===== src/rtl/pattern_player.sv =====
// pattern_player: streams a pattern buffer over valid/ready with looping and boundary bank switching; PATTERN_PLAYER_LOOPCNT_EN adds a loops counter
module pattern_player #(
  parameter int DEPTH = 27,
  parameter int WIDTH = 8,
  parameter int PW = 5,
  parameter int BW = 3
) (
  input  logic                   sclk,
  input  logic                   rst_n,
  input  logic [DEPTH*WIDTH-1:0] cur_buf,
  input  logic                   start,
  input  logic                   stop,
  input  logic                   loop,
  input  logic [PW-1:0]          plen,
  input  logic [BW-1:0]          bank_req,
  input  logic                   bank_req_vld,
  output logic [BW-1:0]          bufselect,
  output logic [PW-1:0]          bufp,
  output logic [WIDTH-1:0]       dout,
  output logic                   dvalid,
  input  logic                   dready,
  output logic                   dlast,
  output logic                   busy,
`ifdef PATTERN_PLAYER_LOOPCNT_EN
  output logic [15:0]            loops,
`endif
  output logic                   done
);
  typedef enum logic [1:0] {IDLE, FETCH, SEND} state_t;
  localparam logic [PW-1:0] LAST = PW'(DEPTH - 1);
  state_t state, state_n;
  logic [PW-1:0] len_r, bufp_n, rd_idx;
  logic [BW-1:0] pend_bank;
  logic pend_vld, go, ld, apply, wrap, done_n;
  assign dvalid = state == SEND;
  assign dlast = dvalid && bufp == len_r;
  assign busy = state != IDLE;
  always_comb begin
    state_n = state;
    bufp_n = bufp;
    rd_idx = bufp;
    go = 1'b0;
    ld = 1'b0;
    apply = 1'b0;
    wrap = 1'b0;
    done_n = 1'b0;
    if (state == IDLE) begin
      apply = pend_vld;
      go = start && !stop;
      state_n = go ? FETCH : IDLE;
      bufp_n = go ? '0 : bufp;
    end else if (stop) begin
      state_n = IDLE;
    end else if (state == FETCH) begin
      ld = 1'b1;
      state_n = SEND;
    end else if (dready) begin
      wrap = dlast && loop;
      done_n = dlast && !loop;
      bufp_n = !dlast ? bufp + PW'(1) : loop ? '0 : bufp;
      rd_idx = bufp_n;
      ld = !dlast || (loop && !pend_vld);
      apply = wrap && pend_vld;
      state_n = done_n ? IDLE : apply ? FETCH : SEND;
    end
  end
  always_ff @(posedge sclk) begin
    if (!rst_n) begin
      state <= IDLE;
      len_r <= '0;
      bufp <= '0;
      bufselect <= '0;
      dout <= '0;
      done <= 1'b0;
      pend_bank <= '0;
      pend_vld <= 1'b0;
    end else begin
      state <= state_n;
      bufp <= bufp_n;
      done <= done_n;
      if (go) len_r <= plen > LAST ? LAST : plen;
      if (apply) bufselect <= pend_bank;
      if (ld) dout <= cur_buf[rd_idx*WIDTH +: WIDTH];
      if (bank_req_vld) begin
        pend_bank <= bank_req;
        pend_vld <= 1'b1;
      end else if (apply) begin
        pend_vld <= 1'b0;
      end
    end
  end
`ifdef PATTERN_PLAYER_LOOPCNT_EN
  always_ff @(posedge sclk) begin
    if (!rst_n || go) loops <= '0;
    else if (wrap && loops != 16'hFFFF) loops <= loops + 16'd1;
  end
`endif
endmodule

===== config.mk =====
export PLATFORM = sky130hd
export DESIGN_NAME = pattern_player
export DESIGN_NICKNAME = d
export VERILOG_FILES = /design/src/rtl/pattern_player.sv
export SDC_FILE = /design/constraint.sdc
export NUM_CORES = 1
export LEC_CHECK = 0
export BUFFER_PORTS_ARGS = -buffer_cell sky130_fd_sc_hd__buf_2
export CAP_MARGIN = 40
export CORE_MARGIN = 4
export CORE_UTILIZATION = 42
export DETAILED_ROUTE_END_ITERATION = 6
export PLACE_DENSITY = 0.87
export SLEW_MARGIN = 15
export SYNTH_ARGS = -nofsm -noshare
export SYNTH_HDL_FRONTEND = slang
export SYNTH_SLANG_ARGS = --single-unit

===== constraint.sdc =====
create_clock -name sclk -period 3 [get_ports sclk]
set_input_delay 0.3 -clock sclk [delete_from_list [all_inputs] [get_ports sclk]]
set_output_delay 0.3 -clock sclk [all_outputs]
set_load 0.02 [all_outputs]

==> results list, run 1 <==
* Result of the run: complete, no violations
- Type of the worst min-delay path: primary input to flip-flop
- Compared with the post-synthesis result, the final layout area differs by 40.9%.
- H-tree depth reported by CTS: 1
* CP Launch Point: state[1]
* Post-synth top area share: 0.173
- Routed wire length: approximately 16 mm
- Final worst clock skew: between 0.001 and 0.0015 ns
- The analysis attributes to cell leakage a power of 2.38 nW.
- Total count of max-transition violations in the final report: 0
- The routed layout has 4907 vias.
* Placeable core region: slightly below 8000 sq um
- Violation count after the first detailed-routing iteration: around 300
- Of all nets on the critical path, the largest fanout is 9.
* Root buffer cell: sky130_fd_sc_hd__clkbuf_8
- Detail Placement HPWL: about 13 mm
- TritonCTS built the clock tree.
- In this run the mean area of a mapped cell was approximately 6.7 sq um.
- Post-CTS clock slew at the launch and capture registers of the worst setup and hold paths: around 0.11 ns
* Cell type with the largest total area after synthesis: sky130_fd_sc_hd__nand2_1
- Share of the clock period used by the worst path: 0.964
- After floorplanning, the core was divided into 32 placement rows.
- Data arrival time of the worst path: 3.12 ns
- In this run the tool buffered the top-level ports with 250 buffer cells.
- The congestion estimate from routability-driven global placement came to 0.960.
- The netlist uses 57 different library cells.
- Combined area of all synthesized cells: between 3000 and 4000 sq um
- Async SR Flop Fraction: 0
* Via count normalized by instance count: between 5 and 6
- Flop and latch count out of synthesis: 28
- Static timing analysis puts the maximum clock frequency at about 350 MHz.
* Global-route usage over all layers: 0.291
- Wire length of the first global-routing pass: between 20 and 25 mm
* Last element of the critical path: dout[5]
- Antenna violations before repair: 0
- For this configuration, the core starts out at a cell density of 0.442.
- Number of nets at the end of the flow: between 900 and 1000
- Chip height: 99.1 microns
- Diodes inserted: 0
- Power spread over the standard cell area amounts to between 200 and 250 nW/um^2.
* Count of flip-flops with a built-in enable after synthesis: 0
* Number of DRC violations after detailed routing: 0
* Share of cells above drive strength 1: 0.412
- The critical path in this run is classified as flip-flop to flip-flop.
- The multi-input combinational cells in the finished layout cover a total of between 2000 and 3000 sq um.
* Pin count of the biggest net entering global routing: 73
- Most common cell after layout, fill and taps aside: sky130_fd_sc_hd__buf_2
* Sequential Area: 561 sq um
- For the pin with the worst max-slew slack, the measured transition is about 0.64 ns.
- Boundary pin count: 251
- Data required, critical path: between 3 and 4 ns
- The worst setup path is captured at a flip-flop.
- Hold Fails Final Rpt: 0
* Number of iterations in the first detailed-routing pass: 5
- Global-route congestion overflow total: 0
* Tightest slew margin relative to the limit: 0.570
* Number of global-route vias before repair: approximately 4700
* Clock buffer count from CTS: 3
- In the synthesized netlist the dominant register cell turns out to be sky130_fd_sc_hd__dfxtp_1.
- By area the synthesized netlist is led by sky130_fd_sc_hd__nand2_1, sky130_fd_sc_hd__dfxtp_1, sky130_fd_sc_hd__nand3_1.
- The routed design could run at a clock period as short as slightly below 3 ns.
* Most used cells in the layout excluding fill and tap cells: sky130_fd_sc_hd__buf_2, sky130_fd_sc_hd__nand2_1, sky130_fd_sc_hd__nand3_1
* DIE WIDTH: slightly below 100 microns
- Maximum Capacitance Violations: 0
* Detailed-route wire length per cell: ~18 microns
- Number of warnings reported in the yosys synthesis log: 0
* R2r worst-path depth: 9
* Maximum vdd ir drop: between 150 and 200 uV
- The die covers slightly below 10000 sq um.
- Total chip power: roughly 1.0 mW
* Insertion delay to the later sink of the worst-skew pair: 0.28 ns
- Critical register-to-register path startpoint: state[1]
- The clock passes through at most 2 buffers.
- Counting every net in the synthesized netlist gives approximately 750.
- Setup violations remaining at the end of the flow were counted as 0.
- Destination of the worst register-to-register timing path: dout[5]
* Post-CTS setup buffer count: 0
- Unrepaired setup endpoints after global routing: false
- Synthesis produced a netlist whose cell count is between 500 and 600.
- Worst Setup Start Kind: flip-flop
* Flop2flop setup slack: about 0.11 ns
- Setup total negative slack on the finished layout was measured at 0 ns.
- Clock sink count: 28
- Fill cells: about 770
- Of the synthesized area, sequential elements account for 0.161.
- Detail Route Antenna Nets: 0
[worst max-delay path, stage by stage, from the launching register on]
cell and delay [ns]:
sky130_fd_sc_hd__dfxtp_1 0.50, sky130_fd_sc_hd__and3b_1 0.36, sky130_fd_sc_hd__buf_4 0.21, sky130_fd_sc_hd__o31ai_4 0.08, sky130_fd_sc_hd__buf_4 0.17, sky130_fd_sc_hd__a22oi_1 0.54
sky130_fd_sc_hd__nand2_1 0.35, sky130_fd_sc_hd__a31oi_1 0.37, sky130_fd_sc_hd__nand4_1 0.16, sky130_fd_sc_hd__nand4_1 0.09
[worst min-delay path by stage]
stage / from / endpoint / slack [ns] / cells past startpoint
2_1_floorplan: bank_req_vld / pend_vld / 0.44 / 2
3_3_place_gp: len_r[2] / len_r[2] / 0.47 / 2
3_5_place_dp: len_r[2] / len_r[2] / 0.47 / 2
4_1_cts: bank_req[1] / pend_bank[1] / 0.27 / 3
5_1_grt: bank_req[1] / pend_bank[1] / 0.30 / 3
6_report: bank_req[1] / pend_bank[1] / 0.27 / 3
[per-layer routing]
layer / part of all wire / GRT usage / vias to the layer above
li1: - / - / 2345
met5: 0 / 0 / -
met2: 0.47 / 0.489 / 297
met4: 0.040 / 0.122 / 0
met3: 0.087 / 0.0400 / 49
met1: 0.41 / 0.374 / 2216
[Yosys cell counts (3+ instances only)]
cell type                   instances
sky130_fd_sc_hd__buf_4              4
sky130_fd_sc_hd__a211oi_1           4
sky130_fd_sc_hd__o21ai_1            3
sky130_fd_sc_hd__mux2_1             9
sky130_fd_sc_hd__nor2_1             8
sky130_fd_sc_hd__inv_1              6
sky130_fd_sc_hd__a222oi_1           8
sky130_fd_sc_hd__and2_1             6
sky130_fd_sc_hd__a21oi_1           13
sky130_fd_sc_hd__nand2_1          161
sky130_fd_sc_hd__o21ai_0           12
sky130_fd_sc_hd__nand3_1           55
sky130_fd_sc_hd__a21boi_0           4
sky130_fd_sc_hd__mux2i_1           14
sky130_fd_sc_hd__dfxtp_1           28
sky130_fd_sc_hd__buf_1              4
sky130_fd_sc_hd__a22oi_1           11
sky130_fd_sc_hd__nor3_1             3
sky130_fd_sc_hd__mux2_2            18
sky130_fd_sc_hd__buf_6              7
sky130_fd_sc_hd__a31oi_1           18
sky130_fd_sc_hd__a21o_1             8
sky130_fd_sc_hd__nand4_1           27
sky130_fd_sc_hd__clkbuf_1          14
sky130_fd_sc_hd__nand2b_1           6
sky130_fd_sc_hd__buf_2              8
sky130_fd_sc_hd__nor2b_1           11
sky130_fd_sc_hd__o2bb2ai_1          8
sky130_fd_sc_hd__xnor2_1            3
sky130_fd_sc_hd__mux2_4             5
[flip-flops by register name, summed over array words and instances (netlist names)]
| signal | cells |
|---|---|
| done | 1 |
| pend_bank | 3 |
| pend_vld | 1 |
| dout | 8 |
| bufselect | 3 |
| bufp | 5 |
| len_r | 5 |
| state | 2 |
[final cells by class]
cell class	instances	share of cell area
multi-input cells	446	0.555
repair buffers	269	0.286
flip-flops and latches	28	0.114
well taps	102	0.0260
clock buffers	3	0.00841
clock inverters	1	0.00611
inverters	6	0.00459
[cell families after synthesis]
family,count (synthesis),synth area share
flops,28,0.161
compound gates,103,0.212
fa+ha+maj,1,0.00359
xor+xnor,5,0.0169
simple gates,291,0.389
mux,46,0.149
buf+inv,43,0.0686
[power by group]
part / internal [mW] / switching (mW) / leakage [nW]
combinational: 0.176 / 0.150 / 2.12
clock: 0.179 / 0.135 / 0.0357
sequential: 0.383 / 0.00908 / 0.228
[stage by stage]
stage	hold WS (ns)	setup slack [ns]	utilization	area, sq um	cells
global placement	0.468	0.250	0.611	4820	849
finish	0.274	0.109	0.623	4910	855
CTS	0.272	0.184	0.620	4890	853
global route	0.301	0.0295	0.623	4910	855
floorplan	0.439	0.302	-	3490	517
detailed placement	0.473	0.267	0.611	4820	849
[repair_timing]
item                                    CTS  global route
endpoints found under the setup margin    0             2
hold buffers                              0             0
gates resized for setup                   0             3
No activity file was read; power rests on OpenSTA's default activity.
==> run 2, diff against run 1 <==
--- a/config.mk
+++ b/config.mk
@@ -7,8 +7,10 @@
 export LEC_CHECK = 0
 export BUFFER_PORTS_ARGS = -buffer_cell sky130_fd_sc_hd__buf_2
 export CAP_MARGIN = 40
+export CELL_PAD_IN_SITES_DETAIL_PLACEMENT = 1
+export CELL_PAD_IN_SITES_GLOBAL_PLACEMENT = 1
 export CORE_MARGIN = 4
-export CORE_UTILIZATION = 42
+export CORE_UTILIZATION = 27
 export DETAILED_ROUTE_END_ITERATION = 6
 export PLACE_DENSITY = 0.87
 export SLEW_MARGIN = 15
==> results list, run 2 (synthesis gave the netlist of run 1 again) <==
- Result of the run: complete, no violations
- The I/O pin count came to 251 (unchanged).
* Most used cells in the layout excluding fill and tap cells: sky130_fd_sc_hd__buf_2, sky130_fd_sc_hd__nand2_1, sky130_fd_sc_hd__nand3_1
* Destination of the worst register-to-register timing path: dout[0]
* Post-CTS setup buffer count: 0 (unchanged)
- Global-route usage over all layers: 0.229 (-0.0625)
* Wire length of the first global-routing pass: 26.8 mm (+15%)
* Via total after detailed routing: 4904 (-0.061%)
- The height of the die came to 122 microns (+23%).
- Maximum vdd ir drop: 190 uV (+1.6%)
- The via count of the first global-routing pass was 5085 (+8.9%).
- Tightest slew margin relative to the limit: 0.386 (-0.184)
* Detail Placement HPWL: 14.8 mm (+16%)
* Number of core rows: 41 (+28%)
- R2r worst-path depth: 9 (unchanged)
* Worst Min Path Start: bank_req[0]
- Power Density: 223 nW/um^2 (+6.2%)
- CP Max Fanout: 8 (-1)
- Most flops, register: dout
- The maximum number of pins on one net before global-route repair is 65 (-11%).
* Worst setup slack after layout: 0.0819 ns (-0.0270 ns)
* Via count normalized by instance count: 5.30 (-7.6%)
- Clock sink count: 28 (unchanged)
- Final non-filler cell area: 5050 sq um (+2.8%)
- In this run the critical register-to-register path is launched from len_r[1].
- Detail Route Antenna Nets: 0 (unchanged)
- The clock latency of the later-clocked register in the worst-skew pair is 0.27 ns (about the same).
- Slowest cell delay on critical path: 0.58 ns (+0.04 ns)
- The final setup violation count is 0 (unchanged).
- Post-CTS clock slew at the launch and capture registers of the worst setup and hold paths: 0.07 ns (-0.04 ns)
- Violation count after the first detailed-routing iteration: 366 (+20%)
- Worst hold slack: 0.289 ns (+0.0151 ns)
* Final worst clock skew: 0.00271 ns (+0.00126 ns)
- From synthesis to final layout, the design area changed by 44.8%.
- Total chip power: 1.13 mW (+9.1%)
- Clk pwr share: 0.362 (+0.057)
- The mean routed wirelength per cell was 19.8 microns (+8.4%).
- Area of placed instances: 4920 sq um (+2.1%)
- Unrepaired setup endpoints after global routing: false
- Fin Setup TNS: 0 ns (unchanged)
- STA classifies the critical path endpoint as a flip-flop.
* Share of the clock period used by the worst path: 0.973 (+0.00898)
- Cell leakage power: 2.41 nW (+1.0%)
* Switching part of the total: 0.268 (-0.0170)
- Port buffer count: 250 (unchanged)
- Fmax: 343 MHz (-0.92%)
* Most common cell after layout, fill and taps aside: sky130_fd_sc_hd__buf_2
- For hold timing, the worst endpoint is pend_bank[0].
- Data arrival time of the worst path: 3.13 ns (about the same)
- Die Outline Area: 14800 sq um (+51%)
- Antenna violations before repair: 0 (unchanged)
* Worst Setup Start Kind: flip-flop
- The actual transition at the worst max-transition pin is 0.914 ns (+0.269 ns).
- The final period demand of the worst path was 2.92 ns (+0.0269 ns).
- In the final layout, the registers with the most flip-flops are dout (8), bufp (5), len_r (5).
* Placeable core region: 12600 sq um (+60%)
* Most used cell along the critical path: sky130_fd_sc_hd__nand4_1
- Combinational share of power: 0.290 (-0.025)
- The total inserted antenna cells is 0 (unchanged).
- Cells traversed along the worst timing path: xnor2_1 > nand4_1 > o31ai_4 > buf_4 > a22o_1 > a21boi_1 > a222oi_1 > a21o_1 > nand4_1
- On the critical path, the stage with the largest delay is an instance of sky130_fd_sc_hd__a21boi_1.
- Clock buffer count from CTS: 3 (unchanged)
* Root buffer cell: sky130_fd_sc_hd__clkbuf_16
- The hold violation total from the final report was 0 (unchanged).
* Number of nets at the end of the flow: 986 (unchanged)
* Routed wire length: 18.3 mm (+17%)
- Total count of max-transition violations in the final report: 0 (unchanged)
* Share of cells above drive strength 1: 0.410 (-0.00133)
* Kind of critical path: flip-flop to flip-flop
- Number of DRC violations after detailed routing: 0 (unchanged)
* Net Sw Power: 0.302 mW (+2.6%)
- The number of gates given a new drive strength after cts was 0 (unchanged).
* CTS tree: done
* RD Place Congestion: 0.894 (-6.9%)
* Longest Clk Path Bufs: 2 (unchanged)
- The hold-fix buffer count after cts is 0 (unchanged).
- DIE WIDTH: 122 microns (+23%)
* Initial Utilization: 0.276 (-0.166)
- Data required, critical path: 3.21 ns (-0.02 ns)
- Pre-CTS setup slack: 0.116 ns (-0.151 ns)
- The hold-critical path depth came to 3 (unchanged).
* Proportion of power drawn by flip-flops and latches: 0.348 (-0.032)
- The tightest min-delay check is of the primary input to flip-flop type.
- Flop2flop setup slack: 0.08 ns (-0.03 ns)
* Number of iterations in the first detailed-routing pass: 6 (+1)
* H-tree depth reported by CTS: 1 (unchanged)
- The total congestion overflow after global routing came to 0 (unchanged).
* Maximum Capacitance Violations: 0 (unchanged)
- Internal power: 0.824 mW (+12%)
- Max FFs per register: 8 (unchanged)
run 2: worst max-delay path, delay by kind of cell, from the launching register on:
kind,cells,cell delay (ns)
flops,1,0.33
simple gates,2,0.34
buf+inv,1,0.23
compound gates,5,1.64
xor+xnor,1,0.33
run 2: routing by layer:
metal	vias to the layer above	global-route usage	wire length [microns]
li1	2348	-	-
met1	2273	0.284	7240
met2	256	0.407	8970
met3	27	0.0413	1700
met4	0	0.0609	405
met5	-	0	0
run 2: layout make-up:
| class | count | area [sq um] |
|---|---|---|
| inverters | 6 | 22.5 |
| fillers | 1742 | 7570 |
| repair buffers | 268 | 1410 |
| well taps | 172 | 215 |
| clock inverters | 1 | 30.0 |
| multi-input cells | 447 | 2730 |
| flip-flops and latches | 28 | 561 |
| clock buffers | 3 | 75.1 |
run 2: worst max path at each step:
stage / startpoint / to / slack (ns) / cells after the start
2_1_floorplan: bufp[0] / dout[2] / 0.30 / 11
3_3_place_gp: stop / dout[4] / 0.18 / 9
3_5_place_dp: stop / dout[4] / 0.12 / 9
4_1_cts: state[1] / dout[4] / 0.09 / 8
5_1_grt: len_r[2] / dout[1] / 0.0005 / 9
6_report: len_r[1] / dout[0] / 0.08 / 9
run 2: power by group through the flow:
stage | clock (mW) | combinational (mW) | sequential (mW)
3_5_place_dp | 0 | 0.321 | 0.400
2_1_floorplan | 0 | 0.124 | 0.403
4_1_cts | 0.410 | 0.325 | 0.392
5_1_grt | 0.428 | 0.357 | 0.394
6_report | 0.407 | 0.326 | 0.392
3_3_place_gp | 0 | 0.318 | 0.400
run 2: metrics by stage:
step	instances	util
after floorplan	517	-
after global placement	919	0.390
after detailed placement	919	0.390
after CTS	923	0.398
after global routing	925	0.400
final	925	0.400
